[config.mk]
export PLATFORM = sky130hd
export DESIGN_NAME = store_buffer
export DESIGN_NICKNAME = d
export VERILOG_FILES = /design/src/rtl/store_buffer.sv
export SDC_FILE = /design/constraint.sdc
export NUM_CORES = 1
export LEC_CHECK = 0
export BUFFER_PORTS_ARGS = -buffer_cell sky130_fd_sc_hd__buf_2
export CORE_UTILIZATION = 30
export CTS_BUF_LIST = sky130_fd_sc_hd__clkbuf_8
export DETAILED_ROUTE_END_ITERATION = 7
export MAX_ROUTING_LAYER = met4
export PLACE_DENSITY = 0.58
export SYNTH_ARGS = -nofsm -noshare
export SYNTH_HDL_FRONTEND = slang
export SYNTH_SLANG_ARGS = --single-unit
export TNS_END_PERCENT = 50
[constraint.sdc]
create_clock -name clk -period 12.05 [get_ports clk]
set_input_delay 2.41 -clock clk [delete_from_list [all_inputs] [get_ports clk]]
set_output_delay 2.41 -clock clk [all_outputs]
set_load 0.005 [all_outputs]
[src/rtl/store_buffer.sv]
// Store buffer between the core and data memory. Stores queue in FIFO order and drain
// through a valid/ready write port; loads see buffered bytes through youngest-wins forwarding.
module store_buffer #(
    parameter int DEPTH = 4,
    parameter int AW    = 32
) (
    input  logic                         clk,
    input  logic                         rst,
    input  logic                         MemWrite,
    input  logic [AW-1:0]                ALUResult,
    input  logic [31:0]                  WriteData,
    input  logic [3:0]                   Byte_Enable,
    output logic [31:0]                  ReadData,
    output logic [AW-1:0]                mem_raddr,
    input  logic [31:0]                  mem_rdata,
    output logic                         mem_wvalid,
    input  logic                         mem_wready,
    output logic [AW-1:0]                mem_waddr,
    output logic [31:0]                  mem_wdata,
    output logic [3:0]                   mem_wbe,
    output logic                         full,
    output logic                         empty,
    output logic [$clog2(DEPTH+1)-1:0]   count,
    output logic                         overflow
);

    localparam int PW = $clog2(DEPTH);
    localparam int CW = $clog2(DEPTH+1);

    logic [AW-1:0] addr_r [DEPTH];
    logic [31:0]   data_r [DEPTH];
    logic [3:0]    be_r   [DEPTH];
    logic [PW-1:0] head_r;
    logic [PW-1:0] tail_r;
    logic [CW-1:0] count_r;
    logic          overflow_r;

    logic          store_req_s;
    logic          empty_s;
    logic          full_s;
    logic          pop_s;
    logic          push_s;
    logic          drop_s;
    logic [31:0]   rd_s;

    assign store_req_s = MemWrite && (Byte_Enable != 4'b0000);
    assign empty_s     = (count_r == CW'(0));
    assign full_s      = (count_r == CW'(DEPTH));
    assign pop_s       = !empty_s && mem_wready;
    // A pop in the same cycle frees the slot, so a full buffer can still accept a push.
    assign push_s      = store_req_s && (!full_s || pop_s);
    assign drop_s      = store_req_s && full_s && !pop_s;

    // Pointer, occupancy and sticky overflow state.
    always_ff @(posedge clk or posedge rst) begin
        if (rst) begin
            head_r     <= {PW{1'b0}};
            tail_r     <= {PW{1'b0}};
            count_r    <= {CW{1'b0}};
            overflow_r <= 1'b0;
        end else begin
            if (push_s) begin
                tail_r <= tail_r + PW'(1);
            end
            if (pop_s) begin
                head_r <= head_r + PW'(1);
            end
            case ({push_s, pop_s})
                2'b10:   count_r <= count_r + CW'(1);
                2'b01:   count_r <= count_r - CW'(1);
                default: count_r <= count_r;
            endcase
            if (drop_s) begin
                overflow_r <= 1'b1;
            end
        end
    end

    // Entry payload storage; validity is implied by head/count, so no reset is needed.
    always_ff @(posedge clk) begin
        if (push_s) begin
            addr_r[tail_r] <= ALUResult;
            data_r[tail_r] <= WriteData;
            be_r[tail_r]   <= Byte_Enable;
        end
    end

    // Walk entries oldest to youngest so the youngest matching byte lane wins.
    always_comb begin : fwd
        logic [PW-1:0] idx;
        logic          hit;
        rd_s = mem_rdata;
        idx  = head_r;
        hit  = 1'b0;
        for (int k = 0; k < DEPTH; k++) begin
            idx = head_r + PW'(k);
            hit = (CW'(k) < count_r) && (addr_r[idx][AW-1:2] == ALUResult[AW-1:2]);
            for (int i = 0; i < 4; i++) begin
                rd_s[8*i +: 8] = (hit && be_r[idx][i]) ? data_r[idx][8*i +: 8] : rd_s[8*i +: 8];
            end
        end
    end

    assign ReadData   = rd_s;
    assign mem_raddr  = ALUResult;
    assign mem_wvalid = !empty_s;
    assign mem_waddr  = addr_r[head_r];
    assign mem_wdata  = data_r[head_r];
    assign mem_wbe    = be_r[head_r];
    assign full       = full_s;
    assign empty      = empty_s;
    assign count      = count_r;
    assign overflow   = overflow_r;

endmodule

## Word-level counts from Yosys, hierarchy flattened

Memory sizes are Yosys's and may differ from the RTL's.
Cells that the tools add are included.

- Register bits: 8
- Bits in writable memories: 272
- Output and inout bits: 139
- Logic and storage cells: 75
- Memories kept: 3

- Add/sub/neg operators: 6
- Order comparisons: 4
- Equal/unequal tests: 7
- Multiplexer cells: 19
- Reduce and logical (&&, ||, !) cells: 32

Memory list:

| name | words | bits a word | rd ports | clocked after memory_dff | write ports | line | RTL |
|---|---|---|---|---|---|---|---|
| addr_r | 4 | 32 | 4 | 0 | 1 | 30 | `logic [AW-1:0] addr_r [DEPTH];` |
| data_r | 4 | 32 | 4 | 0 | 1 | 31 | `logic [31:0] data_r [DEPTH];` |
| be_r | 4 | 4 | 4 | 0 | 1 | 32 | `logic [3:0] be_r [DEPTH];` |

Operators with widths:

| cell | number |
|---|---|
| $mux W8 | 16 |
| $eq A30 B30 Y1 | 4 |
| $logic_and A1 B1 Y1 | 25 |
| $lt A1 B3 Y1 const A | 2 |
| $lt A2 B3 Y1 const A | 2 |
| $pmux W3 S2 | 1 |
| $add A2 B1 Y2 const B | 2 |
| $add A2 B2 Y2 const B | 2 |
| $reduce_bool A4 Y1 | 1 |
| $add A3 B1 Y3 const B | 1 |
| $eq A3 B3 Y1 const B | 1 |
| $logic_not A1 Y1 | 3 |
| $logic_not A3 Y1 | 1 |
| $sub A3 B1 Y3 const B | 1 |
| $eq A2 B1 Y1 const B | 1 |
| $eq A2 B2 Y1 const B | 1 |
| $mux W1 | 2 |
| $reduce_bool A2 Y1 | 1 |
| $logic_or A1 B1 Y1 | 1 |

## Logic depth before layout (Yosys ltp)

Gate-level depths: netlist of run 1.
An unclocked memory read counts as a cell.

- Depth in word-level cells: 8
- Mapped depth: 17
- Depth with buffers taken out: 11

## Worst setup path before layout of run 1

OpenSTA, ideal clock, no wires.

- Path kind: input-to-output
- From: in ALUResult[7]
- To: out ReadData[11]
- Arrival: 5,028 ps
- Path slack: 4,612 ps
- Cell stages on the path: 11
- Buffers on the path: 3
- Path through: buf_1 nor3_1 a2111o_1 or3_1 a2111o_1 or4_1 clkbuf_1 clkbuf_1 a211oi_1 a31oi_1 o211ai_1

- Cells in the longest elaborated chain, start to end: 7

Ends and longest elaborated chain:

| what | line | RTL |
|---|---|---|
| start, declared | 10 | `input logic [AW-1:0] ALUResult,` |
| $eq A30 B30 Y1 | 97 | `hit = (CW'(k) < count_r) && (addr_r[idx][AW-1:2] == ALUResult[AW-1:2]);` |
| $logic_and A1 B1 Y1 | 97 |  |
| $logic_and A1 B1 Y1 | 99 | `rd_s[8*i +: 8] = (hit && be_r[idx][i]) ? data_r[idx][8*i +: 8] : rd_s[8*i +: 8];` |
| $mux W8 (3 in series) | 99 |  |
| $mux W8 (*) | 99 |  |
| end, declared | 13 | `output logic [31:0] ReadData,` |

Mark *: on every way between the ends. The rest lies on a longest branch, timed or not.

## Worst setup path after layout of run 1

- From: in ALUResult[15]
- To: out ReadData[14]

Same word-level chain as after synthesis.

==> flow_summary.ini, run 1 <==
[run_status]
outcome = finished clean

[route]
dr.first_iter.drc_count = 969
vias = 14100
wl_met3_um = 3790
wl_met2_um = 27900
ant_nets = 0
wl_um = 59200
routed_via_density = 5.48
wl_per_cell_um = 22.9
drt_pre_antenna_iters = 6
highest_layer = met4
drc_errors = 0
drt-met1-wl_um = 25700

[clocking]
cts_root_buf = clkbuf_8
cts.sinks = 280
clk_pin_slew_ns = 0.06
post_cts_buffers = 0
ctsResizeCount = 0
holdBufCountCts = 0
cts_inserted_buffers = 52
cts_tree = done
htree_levels = 2
clk_path_buf_depth = 3
clock_latency_ns = 0.66

[critical_path]
end_kind = primary output
critical_path.max_fanout = 15
start_kind = primary input
rrSetupSlack_ns = 8.81
cp_data_arrival_time_ns = 6.66
worstPathRequired_ns = 9.64
crit_type = in2out

[logic_synthesis]
async_flop_share_pct = 2.86
synth-edff-count = 272
synth_ff_type = edfxtp_1
avgSynthCellArea_um2 = 11.4
synthCells = 1603
synth.distinct_cells = 73
synth_area_um2 = 18200
ys_seq_area_share_pct = 45.9
ys_warn_count = 0
syn_nets = 1715
ys_seq_elements = 280

[cells_and_area]
area_delta_synth_final_pct = 14.3
layout_common_cells = edfxtp_1, buf_2, mux2i_1, nor2_1, a21oi_1
final_common_cell = edfxtp_1
drive_gt1_share_pct = 26.3
nFillCells = 5969
final_nets = 1866

[sta]
setup_viol = 0
max-slew-margin-rel_pct = 7.44
finClkSkew_ns = 0.0480
fin_crit_sh_pct = 75.2
fmaxAchievable_mhz = 110
fin_setup_tns_ns = 0
slew_violations = 0
min_period_ns = 9.07
hold_violations = 0
worst_slew_pin_slew_ns = 1.39
rsz0062_at_grt = no

[floorplan]
initial_core_util_pct = 30.6
io_pins = 243
die_area_um2 = 61700
core_um2 = 59500
die_w_um = 248
die_height_um = 248
rows = 89

[power_and_ir_drop]
power.total_uw = 4960
ir_drop_mv = 0.139
p_leak_uw = 0.00779
power.density_nw_per_um2 = 238

[grt]
grt_usage_pct = 19.2
overflow = 0
grt_antenna_before_repair = 9
grt_pass1_wl_um = 87000
grt_max_degree = 121
first_global_vias = 14000

[place]
place.gp.congestion = 0.950
post-dp-hpwl_um = 42200
io_buffers = 242

[flow_run]
cap_violations = 0

[min_path]
hp-class = reg2reg
## cells by family after synthesis
| logic type | Yosys count | share of synthesized area [%] |
|---|---|---|
| multiplexers | 345 | 21.3 |
| buffers and inverters | 182 | 5.33 |
| XOR/XNOR | 102 | 4.90 |
| adder cells (fa/ha/maj) | 8 | 0.550 |
| AND/OR/NAND/NOR | 352 | 9.46 |
| flip-flops | 280 | 45.9 |
| AO/OA/AOI/OAI | 334 | 12.5 |
## sequential cells by signal (all words and copies together) (netlist names)
register	cells
tail_r	2
overflow	1
addr_r	128
count	3
head_r	2
data_r	128
be_r	16
## power by group
part | total (uW) | switching, uW | internal [uW]
combinational | 2540 | 1560 | 985
clock | 1000 | 421 | 579
sequential | 1420 | 143 | 1280
total | 4960 | 2120 | 2840
## final timing paths
path	to	start	cells past startpoint
setup / recovery	ReadData[14]	ALUResult[15]	10
hold reg to reg	overflow	overflow	1
max in group asynchronous	head_r[1]	rst	2
min in group asynchronous	count[1]	rst	2
setup reg to reg	addr_r[2][22]	count[1]	6
hold / removal	overflow	overflow	1
## through the flow
step | hold slack (ns) | area [um^2] | cells | util, % | setup WS [ns]
global placement | 0.441 | 19700 | 2473 | 33.1 | 3.21
global route | 0.484 | 20800 | 2579 | 35.0 | 2.75
detailed placement | 0.440 | 19700 | 2473 | 33.1 | 3.05
finish | 0.462 | 20800 | 2579 | 35.0 | 2.98
floorplan | 0.451 | 18200 | 1603 | - | 4.61
CTS | 0.464 | 20800 | 2570 | 35.0 | 3.06
## worst max-delay path: stages
cell and delay, ns:
buf_2 0.22, a222oi_1 0.43, o2111ai_1 0.15, or3_1 0.45
a2111oi_2 1.08, nand3_1 0.29, a31oi_1 0.90, a2111oi_0 0.16
or3_1 0.40, buf_2 0.14
## final cells by class
type                    instances  area, um^2  share of cell area [%]
flip-flops and latches        280        8380                    40.2
inverters                      19        73.8                   0.355
repair buffers                260        1360                    6.53
clock inverters                41         357                    1.71
diodes                          9        22.5                   0.108
clock buffers                  56         771                    3.70
well taps                     773         967                    4.64
multi-input cells            1141        8900                    42.7
## metal layers
metal / up-vias / GRT usage, %
met2: 522 / 30.8
met3: 112 / 3.65
met4: 0 / 6.85
li1: 6479 / -
met1: 7008 / 24.0
met5: - / -
## cells in the mapped netlist (20+ instances only)
library cell,n,share of area [%]
o21ai_0,46,1.3
nand3_1,50,1.4
or3_1,21,0.72
mux2_2,91,5.6
a2111oi_0,25,1.2
buf_4,41,1.7
buf_2,28,0.77
mux4_2,25,3.1
a21oi_1,97,2.7
edfxtp_1,272,45
xnor2_1,83,4.0
nor2_1,128,2.6
clkbuf_1,61,1.3
mux2i_1,229,13
buf_1,22,0.45
o211ai_1,20,0.82
nand2_1,61,1.3
a211oi_1,20,0.82
nor3_1,27,0.74
No activity file was read; power rests on OpenSTA's default activity.
==> run 2, diff against run 1 <==
==> constraint.sdc (replaced) <==
create_clock -name clk -period 9 [get_ports clk]
set_input_delay 1.8 -clock clk [delete_from_list [all_inputs] [get_ports clk]]
set_output_delay 1.8 -clock clk [all_outputs]
set_load 0.005 [all_outputs]
==> run 2 against run 1 <==
Net effect:
- clock power rose by 20%
- critical path depth rose by 1
- die area did not move
- clock skew barely moved
- global-route usage rose by 0.39 points
- first-iteration DRC count rose by 31%
- worst setup slack got worse by 2.0 ns
- count of clock-buffer cells in the layout fell by 4
- sequential power rose by 37%
- wire length rose by 1.0%
- critical path type is now reg2out
- largest cell class unchanged
==> flow_summary.ini, run 2 (synthesis gave the netlist of run 1 again) <==
[place]
pre_cts_slack_ns = 1.13
io_buffers = 242
place_area_um2 = 19700
post-dp-hpwl_um = 42500
place.gp.congestion = 0.949

[grt]
grt_antenna_before_repair = 7
overflow = 0
grt_pass1_wl_um = 89300
first_global_vias = 13800
grt_usage_pct = 19.5
grt_max_degree = 115

[critical_path]
crit_type = reg2out
worst-r2r-cell-count = 6
cp_data_arrival_time_ns = 6.22
worstPathRequired_ns = 7.20
rrSetupSlack_ns = 5.69
reg2reg_to = addr_r[3][27]
critical_path.max_fanout = 55
r2r-start = count[1]
start_kind = register
end_kind = primary output

[cells_and_area]
reg_top3 = addr_r (128), data_r (128), be_r (16)
final_common_cell = edfxtp_1
nFillCells = 5960
drive_gt1_share_pct = 26.2
final_nets = 1870
layout_common_cells = edfxtp_1, buf_2, mux2i_1, nor2_1, a21oi_1
final_cell_area_um2 = 20700
area_delta_synth_final_pct = 13.7

[sta]
fmaxAchievable_mhz = 125
fin_setup_tns_ns = 0
rsz0062_at_grt = no
finClkSkew_ns = 0.0478
worst_slack_ns = 0.976
worst_slew_pin_slew_ns = 1.08
max-slew-margin-rel_pct = 27.7
min_period_ns = 8.02
slew_violations = 0
setup_viol = 0
hold_violations = 0
fin_crit_sh_pct = 89.2

[route]
vias = 14000
drc_errors = 0
wl_per_cell_um = 23.2
ant_nets = 0
dr.first_iter.drc_count = 1265
routed_via_density = 5.46
drt_pre_antenna_iters = 5
wl_um = 59800

[clocking]
clk_path_buf_depth = 3
post_cts_buffers = 0
cts_inserted_buffers = 52
cts_tree = done
clock_latency_ns = 0.67
htree_levels = 2
ctsResizeCount = 0
cts.sinks = 280
clk_pin_slew_ns = 0.06
holdBufCountCts = 0
cts_root_buf = clkbuf_8

[floorplan]
die_height_um = 248
io_pins = 243
die_w_um = 248
rows = 89
die_area_um2 = 61700
core_um2 = 59500
initial_core_util_pct = 30.6

[min_path]
min_to = overflow
hold_depth = 1
hp-class = reg2reg
worstHoldStart = overflow

[power_and_ir_drop]
power.density_nw_per_um2 = 315
ir_drop_mv = 0.152
p_leak_uw = 0.00775

[run_status]
outcome = finished clean

[flow_run]
cap_violations = 0
run 2: changes by cell type in the layout (fill, tap and decap cells not counted), sizes merged:
cell      before  now
clkbuf        56   52
diode          9    7
buf          260  264
clkinvlp       2    3
inv           31   36
clkinv        20   16
bufinv         7    3
run 2: worst max-delay path, stage by stage, from the launching register on:
cell,delay (ns)
dfrtp_4,1.03
buf_4,0.39
mux2i_1,0.41
o2bb2ai_1,0.12
a2111oi_0,0.78
o22ai_1,0.28
nor2_1,0.68
nand3_1,0.24
a31oi_1,0.88
a2111oi_0,0.18
or3_1,0.39
buf_2,0.13
run 2: final cells by class:
type | instances | area, um^2 | share of cell area [%]
clock inverters | 39 | 255 | 1.23
clock buffers | 52 | 716 | 3.46
multi-input cells | 1141 | 8910 | 43.0
flip-flops and latches | 280 | 8380 | 40.5
diodes | 7 | 17.5 | 0.0846
well taps | 773 | 967 | 4.67
repair buffers | 264 | 1390 | 6.71
inverters | 19 | 73.8 | 0.357
run 2: layer usage:
layer / GRT usage, % / wire, um
met4: 6.35 / 1760
met2: 30.7 / 27800
met1: 25.6 / 26800
met3: 3.16 / 3440
met5: - / 0
run 2: through the flow:
| step | hold WS, ns | total power (uW) | std cells | utilization [%] |
|---|---|---|---|---|
| after floorplan | 0.451 | 4280 | 1603 | - |
| after global routing | 0.509 | 6920 | 2574 | 34.8 |
| after detailed placement | 0.455 | 5330 | 2477 | 33.1 |
| after global placement | 0.442 | 5280 | 2477 | 33.1 |
| final | 0.471 | 6530 | 2575 | 34.8 |
| after CTS | 0.474 | 6560 | 2568 | 34.8 |
run 2: how the worst max path moves through the flow:
stage | start | endpoint | cells after the start
global route | head_r[0] | ReadData[12] | 11
floorplan | ALUResult[7] | ReadData[11] | 11
global placement | ALUResult[15] | ReadData[15] | 10
finish | head_r[0] | ReadData[9] | 11
CTS | head_r[0] | ReadData[9] | 10
detailed placement | ALUResult[24] | ReadData[9] | 10
run 2: power breakdown:
part	total (uW)	switching [uW]	internal, uW
combinational	3400	2060	1330
clock	1200	572	625
sequential	1940	224	1710
